$ cat config.mk
export PLATFORM = sky130hd
export DESIGN_NAME = flatten_stream_ctrl
export DESIGN_NICKNAME = d
export VERILOG_FILES = /design/src/rtl/flatten_stream_ctrl.sv
export SDC_FILE = /design/constraint.sdc
export NUM_CORES = 1
export LEC_CHECK = 0
export BUFFER_PORTS_ARGS = -buffer_cell sky130_fd_sc_hd__buf_2
export CAP_MARGIN = 0
export CORE_UTILIZATION = 57
export DETAILED_ROUTE_END_ITERATION = 8
export HOLD_SLACK_MARGIN = 0.03
export PLACE_DENSITY = 0.85
export SYNTH_ARGS = -nofsm -noshare
export SYNTH_HDL_FRONTEND = slang
export SYNTH_SLANG_ARGS = --single-unit
export TNS_END_PERCENT = 50
$ cat constraint.sdc
create_clock -name clk -period 6.89 [get_ports clk]
set_input_delay 0.689 -clock clk [delete_from_list [all_inputs] [get_ports clk]]
set_output_delay 0.689 -clock clk [all_outputs]
set_load 0.03 [all_outputs]
$ cat src/rtl/flatten_stream_ctrl.sv
// Flatten boundary controller: streams a 3D maxpool buffer to the FCL as 1D beats (forward)
// and scatters the FCL gradient stream back into a 3D buffer (backward), both channel/row/column order.
//
// state    | meaning
// ---------+-------------------------------------------------------------
// S_IDLE   | waiting for start; start+mode choose the pass
// S_FWD    | issuing 3D reads and draining the skid FIFO onto the FCL stream
// S_BWD    | accepting gradient beats and issuing one 3D write per beat
module flatten_stream_ctrl #(
   parameter int WIDTH       = 16,
   parameter int CHANNELS    = 3,
   parameter int DIM3_WIDTH  = 32,
   parameter int DIM3_HEIGHT = 32,
   localparam int DIM1_LENGTH = CHANNELS * DIM3_HEIGHT * DIM3_WIDTH,
   localparam int IDX_W = $clog2(DIM1_LENGTH),
   localparam int CH_W  = (CHANNELS    > 1) ? $clog2(CHANNELS)    : 1,
   localparam int ROW_W = (DIM3_HEIGHT > 1) ? $clog2(DIM3_HEIGHT) : 1,
   localparam int COL_W = (DIM3_WIDTH  > 1) ? $clog2(DIM3_WIDTH)  : 1
) (
   input  logic             clk,
   input  logic             rst_n,
   input  logic             start,
   input  logic             mode,
   output logic             busy,
   output logic             done,
   output logic             err,
   output logic             fwd_rd_en,
   output logic [CH_W-1:0]  fwd_rd_ch,
   output logic [ROW_W-1:0] fwd_rd_row,
   output logic [COL_W-1:0] fwd_rd_col,
   input  logic [WIDTH-1:0] fwd_rd_data,
   output logic             fcl_valid,
   input  logic             fcl_ready,
   output logic [WIDTH-1:0] fcl_data,
   output logic [IDX_W-1:0] fcl_idx,
   output logic             fcl_last,
   input  logic             grad_valid,
   output logic             grad_ready,
   input  logic [WIDTH-1:0] grad_data,
   input  logic             grad_last,
   output logic             bwd_wr_en,
   output logic [CH_W-1:0]  bwd_wr_ch,
   output logic [ROW_W-1:0] bwd_wr_row,
   output logic [COL_W-1:0] bwd_wr_col,
   output logic [WIDTH-1:0] bwd_wr_data
);

   localparam int CNT_W = $clog2(DIM1_LENGTH + 1);
   localparam logic [CNT_W-1:0] CNT_LEN  = CNT_W'(DIM1_LENGTH);
   localparam logic [CNT_W-1:0] CNT_LAST = CNT_W'(DIM1_LENGTH - 1);
   localparam logic [IDX_W-1:0] IDX_LAST = IDX_W'(DIM1_LENGTH - 1);
   localparam logic [CH_W-1:0]  CH_LAST  = CH_W'(CHANNELS - 1);
   localparam logic [ROW_W-1:0] ROW_LAST = ROW_W'(DIM3_HEIGHT - 1);
   localparam logic [COL_W-1:0] COL_LAST = COL_W'(DIM3_WIDTH - 1);

   typedef enum logic [1:0] {S_IDLE, S_FWD, S_BWD} state_t;
   state_t state_q, state_d;

   logic [CNT_W-1:0] beat_cnt;
   logic [IDX_W-1:0] out_idx;
   logic [CH_W-1:0]  ch_q;
   logic [ROW_W-1:0] row_q;
   logic [COL_W-1:0] col_q;
   logic             pending;
   logic [1:0]       count;
   logic [WIDTH-1:0] mem [2];
   logic             wr_ptr, rd_ptr;
   logic             start_ok, rd_issue, grad_acc, final_xfer;
   logic             fire, push, pop, adv, head_valid;

   always_comb begin
      state_d    = state_q;
      start_ok   = 1'b0;
      rd_issue   = 1'b0;
      grad_acc   = 1'b0;
      final_xfer = 1'b0;
      case (state_q)
         S_IDLE: begin
            if (start) begin
               start_ok = 1'b1;
               state_d  = mode ? S_BWD : S_FWD;
            end
         end
         S_FWD: begin
            // reads in flight count against the FIFO so a stalled sink can never overflow it
            rd_issue = (beat_cnt < CNT_LEN) && ((count + {1'b0, pending}) < 2'd2);
            if (fire && (out_idx == IDX_LAST)) begin
               final_xfer = 1'b1;
               state_d    = S_IDLE;
            end
         end
         S_BWD: begin
            grad_acc = grad_valid;
            if (grad_valid && (beat_cnt == CNT_LAST)) begin
               final_xfer = 1'b1;
               state_d    = S_IDLE;
            end
         end
         default: state_d = S_IDLE;
      endcase
   end

   // Fall-through head: an empty FIFO presents the returning read data directly
   assign head_valid = (count != 2'd0) || pending;
   assign fcl_valid  = (state_q == S_FWD) && head_valid;
   assign fcl_data   = !fcl_valid ? '0 : ((count != 2'd0) ? mem[rd_ptr] : fwd_rd_data);
   assign fcl_idx    = out_idx;
   assign fcl_last   = fcl_valid && (out_idx == IDX_LAST);
   assign fire       = fcl_valid && fcl_ready;
   assign push       = pending && !((count == 2'd0) && fire);
   assign pop        = (count != 2'd0) && fire;
   assign adv        = rd_issue || grad_acc;

   assign busy       = (state_q != S_IDLE);
   assign grad_ready = (state_q == S_BWD);
   assign fwd_rd_en  = rd_issue;
   assign fwd_rd_ch  = ch_q;
   assign fwd_rd_row = row_q;
   assign fwd_rd_col = col_q;

   always_ff @(posedge clk) begin
      if (push) mem[wr_ptr] <= fwd_rd_data;
   end

   always_ff @(posedge clk) begin
      if (!rst_n) begin
         state_q     <= S_IDLE;
         done        <= 1'b0;
         err         <= 1'b0;
         beat_cnt    <= '0;
         out_idx     <= '0;
         ch_q        <= '0;
         row_q       <= '0;
         col_q       <= '0;
         pending     <= 1'b0;
         count       <= 2'd0;
         wr_ptr      <= 1'b0;
         rd_ptr      <= 1'b0;
         bwd_wr_en   <= 1'b0;
         bwd_wr_ch   <= '0;
         bwd_wr_row  <= '0;
         bwd_wr_col  <= '0;
         bwd_wr_data <= '0;
      end else begin
         state_q   <= state_d;
         done      <= final_xfer;
         bwd_wr_en <= grad_acc;
         if (grad_acc) begin
            bwd_wr_ch   <= ch_q;
            bwd_wr_row  <= row_q;
            bwd_wr_col  <= col_q;
            bwd_wr_data <= grad_data;
         end
         if (start_ok) begin
            err      <= 1'b0;
            beat_cnt <= '0;
            out_idx  <= '0;
            ch_q     <= '0;
            row_q    <= '0;
            col_q    <= '0;
            pending  <= 1'b0;
            count    <= 2'd0;
            wr_ptr   <= 1'b0;
            rd_ptr   <= 1'b0;
         end else begin
            pending <= rd_issue;
            count   <= count + {1'b0, push} - {1'b0, pop};
            if (push) wr_ptr <= ~wr_ptr;
            if (pop)  rd_ptr <= ~rd_ptr;
            if (fire) out_idx <= out_idx + 1'b1;
            if (grad_acc && (grad_last != (beat_cnt == CNT_LAST))) err <= 1'b1;
            if (adv) begin
               beat_cnt <= beat_cnt + 1'b1;
               if (col_q == COL_LAST) begin
                  col_q <= '0;
                  if (row_q == ROW_LAST) begin
                     row_q <= '0;
                     ch_q  <= (ch_q == CH_LAST) ? '0 : ch_q + 1'b1;
                  end else begin
                     row_q <= row_q + 1'b1;
                  end
               end else begin
                  col_q <= col_q + 1'b1;
               end
            end
         end
      end
   end

endmodule

==> summary.md, run 1 <==
The run finished with clean final reports. The floorplan step defined a die boundary enclosing 8420 um2. The count of nets after finishing is 633. The worst setup path is launched from a flop. The area growth from synthesis to layout is 18.0%. For the post-cts hold buffer count, the log shows 0. The path class of the tightest hold or removal check is flop to flop. The maximum operating frequency was 332 MHz; the post-CTS setup buffer count was 0.

After layout, the minimum clock period comes to 3.01 ns. After synthesis, the share of flip-flops with an asynchronous set or reset is 0%. For the worst setup path, the data arrival time is 2.32 ns. The routed design has 10,100 um of wire. The worst register-to-register path has a depth of 7. The longest clock path from root to sink contains 2 buffers.

The number of port buffers works out to 114. The total power per unit cell area was 203 nW/um2; the first-pass GRT wire length was 16,700 um. The number of buffers and inverters on the critical path came out at 1. The number of max-cap violations was 0. For the total leakage power, the log shows 2.10 nW. The startpoint-to-endpoint class of the critical path is flop to output port. Ranked by total cell area, the synthesized netlist is headed by dfxtp_1 (33%), edfxtp_1 (21%), nand2_1 (6.7%), a21oi_1 (5.3%), mux2i_1 (4.6%).

nand2_1 is the most common cell in the netlist. Setup violations remaining at the end of the flow were counted as 0. After floorplanning, the core was sized to cover 7770 um2. The count of different cell masters after synthesis was 48.

The clock tree root driver cell was clkbuf_8. The tools report the sort of element at the end of the critical path as an output port. After clock tree synthesis, the repair step resized 0 gates. The finished layout holds 690 standard cells, fillers aside. Counting the fill cells in the layout gives 597. The critical path runs through a total of 4 cells. The cell count after synthesis came out at 480.

The initial antenna violation count is 0, and the number of antenna repair diodes is 0. The cell with the largest stage delay on the worst path is or2_1. Summed over all layers, the global routing overflow is 0. The largest voltage drop on the vdd net was 0.123 mV; the largest net degree at the start of global routing was 39.

The share of the synthesized area in the top cell type is 32.7%, and the worst path required time is 6.20 ns. Across the routed clock network, the largest skew measured is 0.0142 ns. Clock tree synthesis inserted a total of 9 buffers.

The biggest area contributor in the post-synthesis netlist is dfxtp_1. The count of standard-cell rows was 32. The number of nets produced by synthesis was 530; the number of design-rule violations left by the first detailed-router iteration was 211. Final antenna-violating net count: 0. The H-tree was split into 3 levels.

The cell area after synthesis was 4590 um2; the last weighted congestion value of the routability-driven placer was 0.818. Summing the sequential cell areas from Yosys gives 53.6% of the chip area. Summed over all nets, the half-perimeter wirelength after detailed placement is 7030 um. Total clock sinks: 107. The commonest cells after synthesis are nand2_1 (82), dfxtp_1 (75), a21oi_1 (49). The number of endpoints with negative hold slack in the final report is 0, and the global-route usage over all layers is 24.9%. Number of vias in the routed layout: 3,898.

The maximum net fanout on the critical path was 34; the number of warnings printed during yosys synthesis was 0. The family with the most delay on the worst path is simple AND/OR/NAND/NOR gates. The clock latency on the worst-skew pair came out at 0.37 ns. The number of placed I/O pins is 115. Setup repair after global routing left no endpoint under its margin. The via count of the first global-routing pass is 3,618, and the chip height is 91.8 um. In the final layout, the share of cells above drive strength 1 is 24.3%. The prevailing post-synth register cell is dfxtp_1. For the initial core utilization, the log shows 59.1%.

For this run, the detailed router's first-pass iteration total came to 4. TritonCTS built the clock tree. Adding up every negative setup slack in the final design gives 0 ns. The number of cells in the design after placement is 674, and the clock edge transition at the registers on the reported setup and hold paths is 0.11 ns. The transition time at the pin with the least slew margin is 1.20 ns. The count of pins over their slew limit was 0.

The normalized max-slew margin was 20.2%; the mean instance size in the synthesized netlist was 9.57 um2. Dividing the final minimum period by the clock period gives 43.7%. The largest incremental delay on the critical path was 0.84 ns; the DRC violation count after routing was 0. The horizontal die dimension came out at 91.8 um.

The hold-critical path depth is 2. Walking the worst path, the cells encountered are or2_1, nor2_1, a211oi_1, buf_2. The per-cell routed wire length came out at 14.7 um. Synthesis inferred 107 register bits. The synthesized design contains 32 enable-type register cells. Dividing the detail-routed via count by the number of cells gives 5.65.
## path summary, 6_finish.rpt
kind,from,to,slack (ns)
worst max register to register,state_q[0],beat_cnt[7],4.13
worst min-delay path,bwd_wr_data[10],bwd_wr_data[10],0.46
worst max-delay path,count[0],fcl_data[9],3.88
worst min register to register,bwd_wr_data[10],bwd_wr_data[10],0.46
## report_power, final
group / switching (mW) / internal, mW / leakage (nW) / total (mW)
registers: 0.00481 / 0.655 / 0.893 / 0.660
clock network: 0.215 / 0.133 / 0.0853 / 0.349
logic: 0.0633 / 0.0281 / 1.12 / 0.0914
## worst register-to-register path: stages, from the launching register on
cell and delay (ns):
dfxtp_1 0.35, inv_1 0.09, ha_1 0.25, and2_1 0.95, a41oi_2 0.04, buf_4 0.29
or4_1 0.55, a21oi_1 0.17
## cell usage in the layout, fill, tap and decap left out, drive strengths merged, types with 6 or more instances in the layout
master    n
xnor2    13
o31ai     9
edfxtp   32
clkbuf    9
dfxtp    75
mux2i    21
a21oi    49
buf     119
o21ai    11
or4      10
or3       6
nand3    12
nor2     39
ha       11
nor4      7
nor3      6
a211oi   16
inv      17
nand2    82
## flip-flops by register name, summed over array words and instances (netlist names), named ones only
register	flops
beat_cnt	12
bwd_wr_ch	2
bwd_wr_col	5
bwd_wr_data	16
bwd_wr_en	1
bwd_wr_row	5
count	2
done	1
err	1
fcl_idx	12
fwd_rd_ch	2
fwd_rd_col	5
fwd_rd_row	5
mem	32
pending	1
rd_ptr	1
state_q	2
wr_ptr	1
## layout make-up
class	count	area [um2]	share of cell area (%)
Clock buffer	9	124	2.29
Clock inverter	7	50.0	0.924
Inverter	16	60.1	1.11
Multi-Input combinational cell	330	1990	36.7
Sequential cell	107	2460	45.4
Tap cell	102	128	2.36
Timing Repair Buffer	119	608	11.2
## routing by layer
layer / global-route usage (%) / share of wire [%] / vias up
met2: 43.2 / 51 / 106
li1: - / - / 1911
met5: 0 / 0 / -
met3: 3.81 / 4.7 / 11
met1: 31.9 / 43 / 1870
met4: 8.07 / 1.1 / 0
## stage by stage
stage | power (mW) | util, % | area [um2] | hold slack [ns] | worst slack [ns]
floorplan | 0.732 | - | 4590 | 0.449 | 4.27
global placement | 0.761 | 67.5 | 5250 | 0.438 | 4.22
detailed placement | 0.765 | 67.5 | 5250 | 0.444 | 4.08
CTS | 1.10 | 69.8 | 5420 | 0.460 | 3.87
global route | 1.13 | 69.8 | 5420 | 0.476 | 3.63
finish | 1.10 | 69.8 | 5420 | 0.458 | 3.88
## logic make-up after synthesis
family	count (synthesis)	synth area share [%]
AOI/OAI and AO/OA	99	13.5
xor gates and xnor gates	15	2.86
adders and majority gates	11	3.00
buffers and inverters	43	3.62
DFF	107	53.6
muxes	21	4.58
and+or+nand+nor	184	18.8
(Power assumes the default switching activity.)
==> run 2, diff against run 1 <==
- CORE_UTILIZATION: 57 -> 53
- PLACE_DENSITY: 0.85 -> 0.8
- clock period: 6.89 -> 2.85 ns (I/O delays scaled with it)
==> summary.md, run 2 (synthesized netlist as in run 1, its figures left out) <==
Largest voltage drop on the vdd net: 0.285 mV (+130%). The chip height came out at 95.1 um (+3.6%). The run gives 4 (unchanged) as the number of iterations in the first detailed-routing pass. The largest incremental delay on the critical path was 0.33 ns (-0.51 ns).

The top cell types in the final layout, fill and taps aside, are buf_2 (114), nand2_1 (82), dfxtp_1 (75), a21oi_1 (49), nor2_1 (39). The tools report the maximum operating frequency as 440 MHz. In this run the most critical hold path is launched from fwd_rd_data[10]. The tools report the clock latency on the worst-skew pair as 0.37 ns (about the same).

The initial antenna violation count was 0 (unchanged). The global-route usage over all layers was 21.6% (-3.3 points); the count of filler cells inserted in the layout was 688 (+15%). The data arrival at the endpoint of the critical path is 1.99 ns (-0.33 ns), and the transition time at the pin with the least slew margin is 0.959 ns (-0.238 ns). For the count of pins over their slew limit, the log shows 0 (unchanged).

Tracing the worst setup path back leads to its startpoint at state_q[1]. The tools report the deepest level of the CTS H-tree as 3 (unchanged). STA classifies the critical path endpoint as an output port. Number of antenna repair diodes: 0 (unchanged). Clock tree synthesis selected as its root buffer the cell clkbuf_8. The number of cell instances on the worst register-to-register path works out to 10 (+3). The number of buffers on the longest clock path was 2 (unchanged); the number of vias in the routed layout was 3,839 (-1.5%). The proportion of layout cells with a drive suffix above 1 came out at 25.1% (+0.81 points). Clock edge transition at the registers on the reported setup and hold paths: 0.11 ns (about the same). The hold-critical path depth was 1 (-1); the post-cts hold buffer count was 0 (unchanged). Setup repair after global routing left no endpoint under its margin.

The startpoint of the lowest-slack register-to-register path was state_q[1]. The share of the cycle needed by the critical path after routing was 79.8%; the number of cells in the finished layout apart from fillers was 698 (+1.2%). The post-CTS setup buffer count is 0 (unchanged).

The run finished with clean final reports. The number of port buffers came out at 114 (unchanged). The area growth from synthesis to final layout is 19.1%. The signal on the critical path passes through inv_1, ha_1, o31ai_2, buf_4, a211oi_1, buf_2. The worst setup path is launched from a flop. The total congestion overflow after global routing is 0 (unchanged), and the number of cells in the design after placement is 682 (+1.2%). The half-perimeter wire length after detailed placement is 6950 um (-1.1%).

Most flop-heavy register: mem. The final antenna-violating net count came out at 0 (unchanged). The largest registers in the layout are mem: 32 flops, bwd_wr_data: 16 flops. The total power per unit cell area came out at 493 nW/um2 (+140%). The tools report the overall power as 2.70 mW (+150%).

The number of max-cap violations came out at 0 (unchanged). The die area is 9040 um2 (+7.4%), and the flip-flop count of the largest register, all copies and words added is 32 (unchanged). The most frequent standard cell in the layout excluding fill and tap cells is buf_2. The number of placed I/O pins came out at 115 (unchanged). The shortest period the worst path allows is 2.27 ns, and the post-cts resize count is 0 (unchanged). The slowest stage of the critical path belongs to the cell dfxtp_1. The mean number of vias per cell was 5.50 (-2.6%).

The normalized max-slew margin was 35.9% (+16 points). For the clock tree skew after final layout, the log shows 0.00929 ns (-0.00494 ns). TritonCTS built the clock tree. The worst path required time came out at 2.57 ns (-3.63 ns). For the count of standard-cell rows, the log shows 33 (+3.1%). For the total CTS buffers, the log shows 9 (unchanged). The logs give 55.3% (-3.8 points) for the initial core utilization and 0 ns (unchanged) for the final setup TNS. DRC violation count after routing: 0 (unchanged). The post-route core utilization is 65.9% (-3.9 points), and the maximum net fanout on the critical path is 17 (-50%).

The number of setup violations in the final report was 0 (unchanged); the horizontal die dimension was 95.1 um (+3.6%). The per-cell routed wire length was 14.0 um (-4.9%); the via count of the first global-routing pass was 3,465 (-4.2%). The largest net degree at the start of global routing was 34 (-13%). The tools report the placeable core area as 8300 um2 (+6.8%). The min-delay analysis places its worst path in the category input port to flop. The count of nets after finishing is 638 (+0.79%), and the total clock sinks is 107 (unchanged).

The startpoint-to-endpoint class of the critical path is flop to output port. The logs give 0.829 (+1.3%) for the last weighted congestion value of the routability-driven placer and 2.13 nW (+1.5%) for the total leakage power. The number of endpoints with negative hold slack in the final report is 0 (unchanged). The aggregate routed wire length was 9750 um (-3.8%); the number of design-rule violations left by the first detailed-router iteration was 203 (-3.8%). The first-pass GRT wire length came out at 15,600 um (-6.8%).
[run 2: cell count changes in the layout (fill, tap and decap cells not counted)]
| cell | before | now |
|---|---|---|
| clkinv_4 | 2 | 1 |
| inv_8 | 0 | 2 |
| buf_4 | 5 | 10 |
| clkinv_1 | 3 | 2 |
[run 2: final timing paths]
path	end	slack, ns
max	fcl_data[13]	0.58
min	mem[0][10]	0.11
max reg2reg	count[1]	0.65
min reg2reg	err	0.46
[run 2: worst max-delay path: cells and delay by family, from the launching register on]
kind / cells / cell delay [ns]
adder cells (fa/ha/maj): 1 / 0.32
buffers and inverters: 3 / 0.57
AO/OA/AOI/OAI: 2 / 0.40
flip-flops: 1 / 0.33
[run 2: layout make-up]
cell class                      instances  area, um2  share of cell area, %
Clock buffer                            9        124                   2.26
Clock inverter                          7       60.1                   1.10
Inverter                               16       60.1                   1.10
Multi-Input combinational cell        330       1990                   36.3
Sequential cell                       107       2460                   45.0
Tap cell                              105        131                   2.40
Timing Repair Buffer                  124        646                   11.8
[run 2: through the flow]
step / area, um2 / worst slack, ns / hold WS [ns]
after floorplan: 4590 / 0.637 / 0.384
after global placement: 5290 / 0.768 / 0.437
after detailed placement: 5290 / 0.667 / 0.444
after CTS: 5470 / 0.569 / 0.0921
after global routing: 5470 / 0.430 / 0.0962
final: 5470 / 0.575 / 0.114
[run 2: routing by layer]
layer / GRT usage (%) / share of wire, % / vias to the layer above / wire (um)
li1: - / - / 1923 / -
met1: 28.1 / 45 / 1789 / 4410
met2: 36.3 / 49 / 117 / 4760
met3: 4.47 / 5.1 / 10 / 495
met4: 6.19 / 0.85 / 0 / 83
met5: 0 / 0 / - / 0
[run 2: power breakdown]
| part | leakage (nW) | total [mW] | internal, mW | switching (mW) |
|---|---|---|---|---|
| clock network | 0.0917 | 0.881 | 0.335 | 0.545 |
| registers | 0.893 | 1.59 | 1.58 | 0.0108 |
| logic | 1.15 | 0.221 | 0.0701 | 0.151 |
| total | 2.13 | 2.70 | 1.99 | 0.707 |
==> run 3, diff against run 2 <==
- ABC_AREA: unset -> 1
- CORE_UTILIZATION: 53 -> 48
- PLACE_DENSITY: 0.8 -> 0.76
- clock period: 2.85 -> 1.8 ns (I/O delays scaled with it)
==> summary.md, run 3 <==
The flow ran to the end, but the final reports show violations. The final reports fail on setup timing. Cell with the largest stage delay on the worst path: dfxtp_2. The most flop-heavy register is mem.

The share of the synthesized area in the top cell type is 31.4% (-1.3 points), and the die area is 10,400 um2 (+15%). The most frequent standard cell in the layout excluding fill and tap cells is buf_2. The DRC violation count after routing is 0 (unchanged). The flip-flop count of the largest register, all copies and words added was 32 (unchanged). The number of nets produced by synthesis is 636 (+20%), and the per-cell routed wire length is 13.7 um (-2.1%). The total clock sinks is 107 (unchanged), and the number of enable flip-flop cells after synthesis is 32 (unchanged). dfxtp_1 takes more of the synthesized area than any other cell.

The critical path goes through inv_2, ha_4, buf_6, nand2_8, clkinvlp_4, o21ai_1, a21oi_1, buf_4. The shortest period the worst path allows is 1.88 ns, and the count of mapped cells out of synthesis is 586 (+22%). Clock latency on the worst-skew pair: 0.37 ns (about the same). The final antenna-violating net count is 0 (unchanged).

In the layout the commonest cells are buf_2 (96), nor2_1 (92), a21oi_1 (77), nand2_1 (73), dfxtp_1 (67). Largest incremental delay on the critical path: 0.34 ns (about the same). The proportion of synthesized flip-flops having asynchronous set or reset is 0% (unchanged).

The number of iterations in the first detailed-routing pass was 7 (+3); the number of placed I/O pins was 115 (unchanged). The area fraction in and, or, nand and nor cells after synthesis works out to 22.1% (+3.3 points). The run gives 2470 um2 (+0.41%) as the area used by sequential logic in the layout. The setup path with the least slack is of type flop to output port.

The count of different cell masters after synthesis is 34 (-29%). The first-pass GRT wire length was 18,400 um (+18%). TritonCTS built the clock tree.

The run gives 157 (-23%) as the number of design-rule violations left by the first detailed-router iteration. Share of the synthesized area in compound gates (AO/OA/AOI/OAI): 14.9% (+1.5 points). For the placeable core area, the log shows 9730 um2 (+17%). The part of the Yosys area used for sequential elements was 51.4% (-2.2 points). The maximum net fanout on the critical path was 5 (-12); the initial core utilization was 49.2% (-6.1 points). The logs give 11,900 um (+22%) for the aggregate routed wire length and -0.0760 ns (-0.651 ns) for the final worst slack.

Setup repair after global routing could not meet its margin everywhere. STA classifies the critical path endpoint as an output port. The tools report the sort of element at the start of the critical path as a flop.

The run gives 0 (unchanged) as the number of antenna repair diodes. The logs give 15 (+15) for the number of setup violations in the final report and 0 (unchanged) for the number of warnings printed during yosys synthesis. The horizontal die dimension works out to 102 um (+7.2%). The transition time at the pin with the least slew margin is 0.321 ns (-0.638 ns), and the largest net degree at the start of global routing is 33 (-2.9%).

Prevailing post-synth register cell: dfxtp_1. The logs give 0 (unchanged) for the number of endpoints with negative hold slack in the final report and 1.70 ns (-0.29 ns) for the data arrival at the endpoint of the critical path. The area growth from synthesis to final layout was 30.4%. The total congestion overflow after global routing was 0 (unchanged); the post-synthesis share of cell area spent on full adders, half adders and majority gates was 2.87% (-0.12 points). The run gives 0.531 mV (+86%) as the largest voltage drop on the vdd net.

By area the synthesized netlist is led by dfxtp_1 (31%), edfxtp_1 (20%), a21oi_1 (8.4%), nor2_1 (7.4%), nand2_1 (5.8%). The count of nets after finishing came out at 780 (+22%). The number of buffers on the longest clock path was 2 (unchanged); the deepest level of the CTS H-tree was 3 (unchanged).

After synthesis, the largest family of logic cells by area is simple AND/OR/NAND/NOR gates. The chip height is 102 um (+7.2%), and the total power per unit cell area is 1010 nW/um2 (+100%). The number of port buffers works out to 114 (unchanged). The commonest cells after synthesis are nor2_1 (95), a21oi_1 (80), dfxtp_1 (75). The worst path required time is 1.62 ns (-0.95 ns), and the mean instance size in the synthesized netlist is 8.17 um2 (-15%). The count of standard-cell rows came out at 36 (+9.1%). The last weighted congestion value of the routability-driven placer was 0.851 (+2.7%).

The class of the most critical hold timing path was input port to flop. The logs give 4790 um2 (+4.3%) for the cell area after synthesis and 0 (unchanged) for the number of max-cap violations. The proportion of layout cells with a drive suffix above 1 was 27.9% (+2.8 points); the final worst hold slack was 0.0507 ns (-0.0637 ns). The tools report the half-perimeter wire length after detailed placement as 7720 um (+11%). Normalized max-slew margin: 78.6% (+43 points). In the final layout, the registers with the most flip-flops are mem: 32 flops, bwd_wr_data: 16 flops. The clock edge transition at the registers on the reported setup and hold paths works out to 0.11 ns (about the same). The mux cell area share after synthesis was 0% (-4.6 points); the final setup TNS was -0.564 ns (-0.564 ns). The logs give 2.59 nW (+22%) for the total leakage power and 533 MHz for the maximum operating frequency. Setup slack at placement: -0.0241 ns (-0.691 ns). The overall power is 6.30 mW (+130%), and the mean number of vias per cell is 5.11 (-7.1%). The total CTS buffers was 9 (unchanged); the via count of the first global-routing pass was 4,104 (+18%). The number of flip-flops and latches in the synthesized netlist came out at 107 (unchanged).

The share of the cycle needed by the critical path after routing was 104%; the clock tree skew after final layout was 0.0127 ns (+0.00338 ns). The logs give 0 (unchanged) for the count of pins over their slew limit and 2070 um2 (+4.0%) for the area of combinational cells with multiple inputs. The xor and xnor fraction of the mapped netlist area was 1.10% (-1.8 points).

Cell with the most instances after synthesis: nor2_1. The global-route usage over all layers is 22.6% (+0.96 points). The clock tree root driver cell is clkbuf_8.

The initial antenna violation count was 0 (unchanged). The run gives 64.2% (-1.8 points) as the post-route core utilization. The logs give 811 (+18%) for the count of filler cells inserted in the layout and 4,435 (+16%) for the number of vias in the routed layout.
run 3: cell count changes after synthesis, sizes merged, moves of 16 or more:
| cell | previous run | this run |
|---|---|---|
| a211oi | 16 | 0 |
| a21oi | 49 | 80 |
| inv | 15 | 62 |
| mux2i | 21 | 0 |
| nand3 | 12 | 31 |
| nor2 | 39 | 99 |
| o21ai | 11 | 58 |
run 3: report_power, final:
part	internal [mW]	total, mW	switching (mW)
Clock	0.698	1.62	0.926
Combinational	0.630	1.83	1.20
Sequential	2.72	2.85	0.128
run 3: worst paths after layout:
check / cells after the start / slack [ns] / startpoint / to
setup / recovery: 8 / -0.08 / state_q[1] / fcl_data[0]
setup reg to reg: 12 / 0.03 / count[0] / count[1]
hold reg to reg: 2 / 0.47 / err / err
hold / removal: 3 / 0.05 / grad_data[10] / bwd_wr_data[10]
run 3: kinds of logic after synthesis:
logic type | Yosys count
adders and majority gates | 11
DFF | 107
AOI/OAI and AO/OA | 141
and+or+nand+nor | 234
xor gates and xnor gates | 6
buffers and inverters | 87
run 3: timing repair:
action | CTS | global route
resized for setup | 46 | 35
setup endpoints to repair | 20 | 19
buffers inserted | 1 | 2
cloned | 3 | 0
endpoints found under the hold margin | 32 | 0
pin swaps | 2 | 4
hold buffers | 16 | 0
run 3: metal layers:
layer  part of all wire [%]  vias up  GRT usage [%]
li1                       -     2232              -
met1                     42     2030           26.1
met2                     50      157           41.8
met3                    6.4       16           4.17
met4                    1.4        0           7.69
met5                      0        -              0
run 3: final cells by class:
class                           count  share of cell area (%)
Clock inverter                      7                    1.72
Tap cell                          133                    2.67
Clock buffer                        9                    1.98
Timing Repair inverter              3                   0.361
Timing Repair Buffer              155                    16.7
Multi-Input combinational cell    392                    33.1
Inverter                           62                    3.85
Sequential cell                   107                    39.6
run 3: through the flow:
step / area [um2] / instances
3_3_place_gp: 5590 / 830
3_5_place_dp: 5590 / 830
2_1_floorplan: 4790 / 586
5_1_grt: 6240 / 868
4_1_cts: 6110 / 866
6_report: 6240 / 868
run 3: critical path: cells and delay by family (launching register included):
kind                     cells  cell delay (ns)
AO/OA/AOI/OAI                2             0.22
flip-flops                   1             0.34
adder cells (fa/ha/maj)      1             0.14
AND/OR/NAND/NOR              1             0.09
buffers and inverters        4             0.54
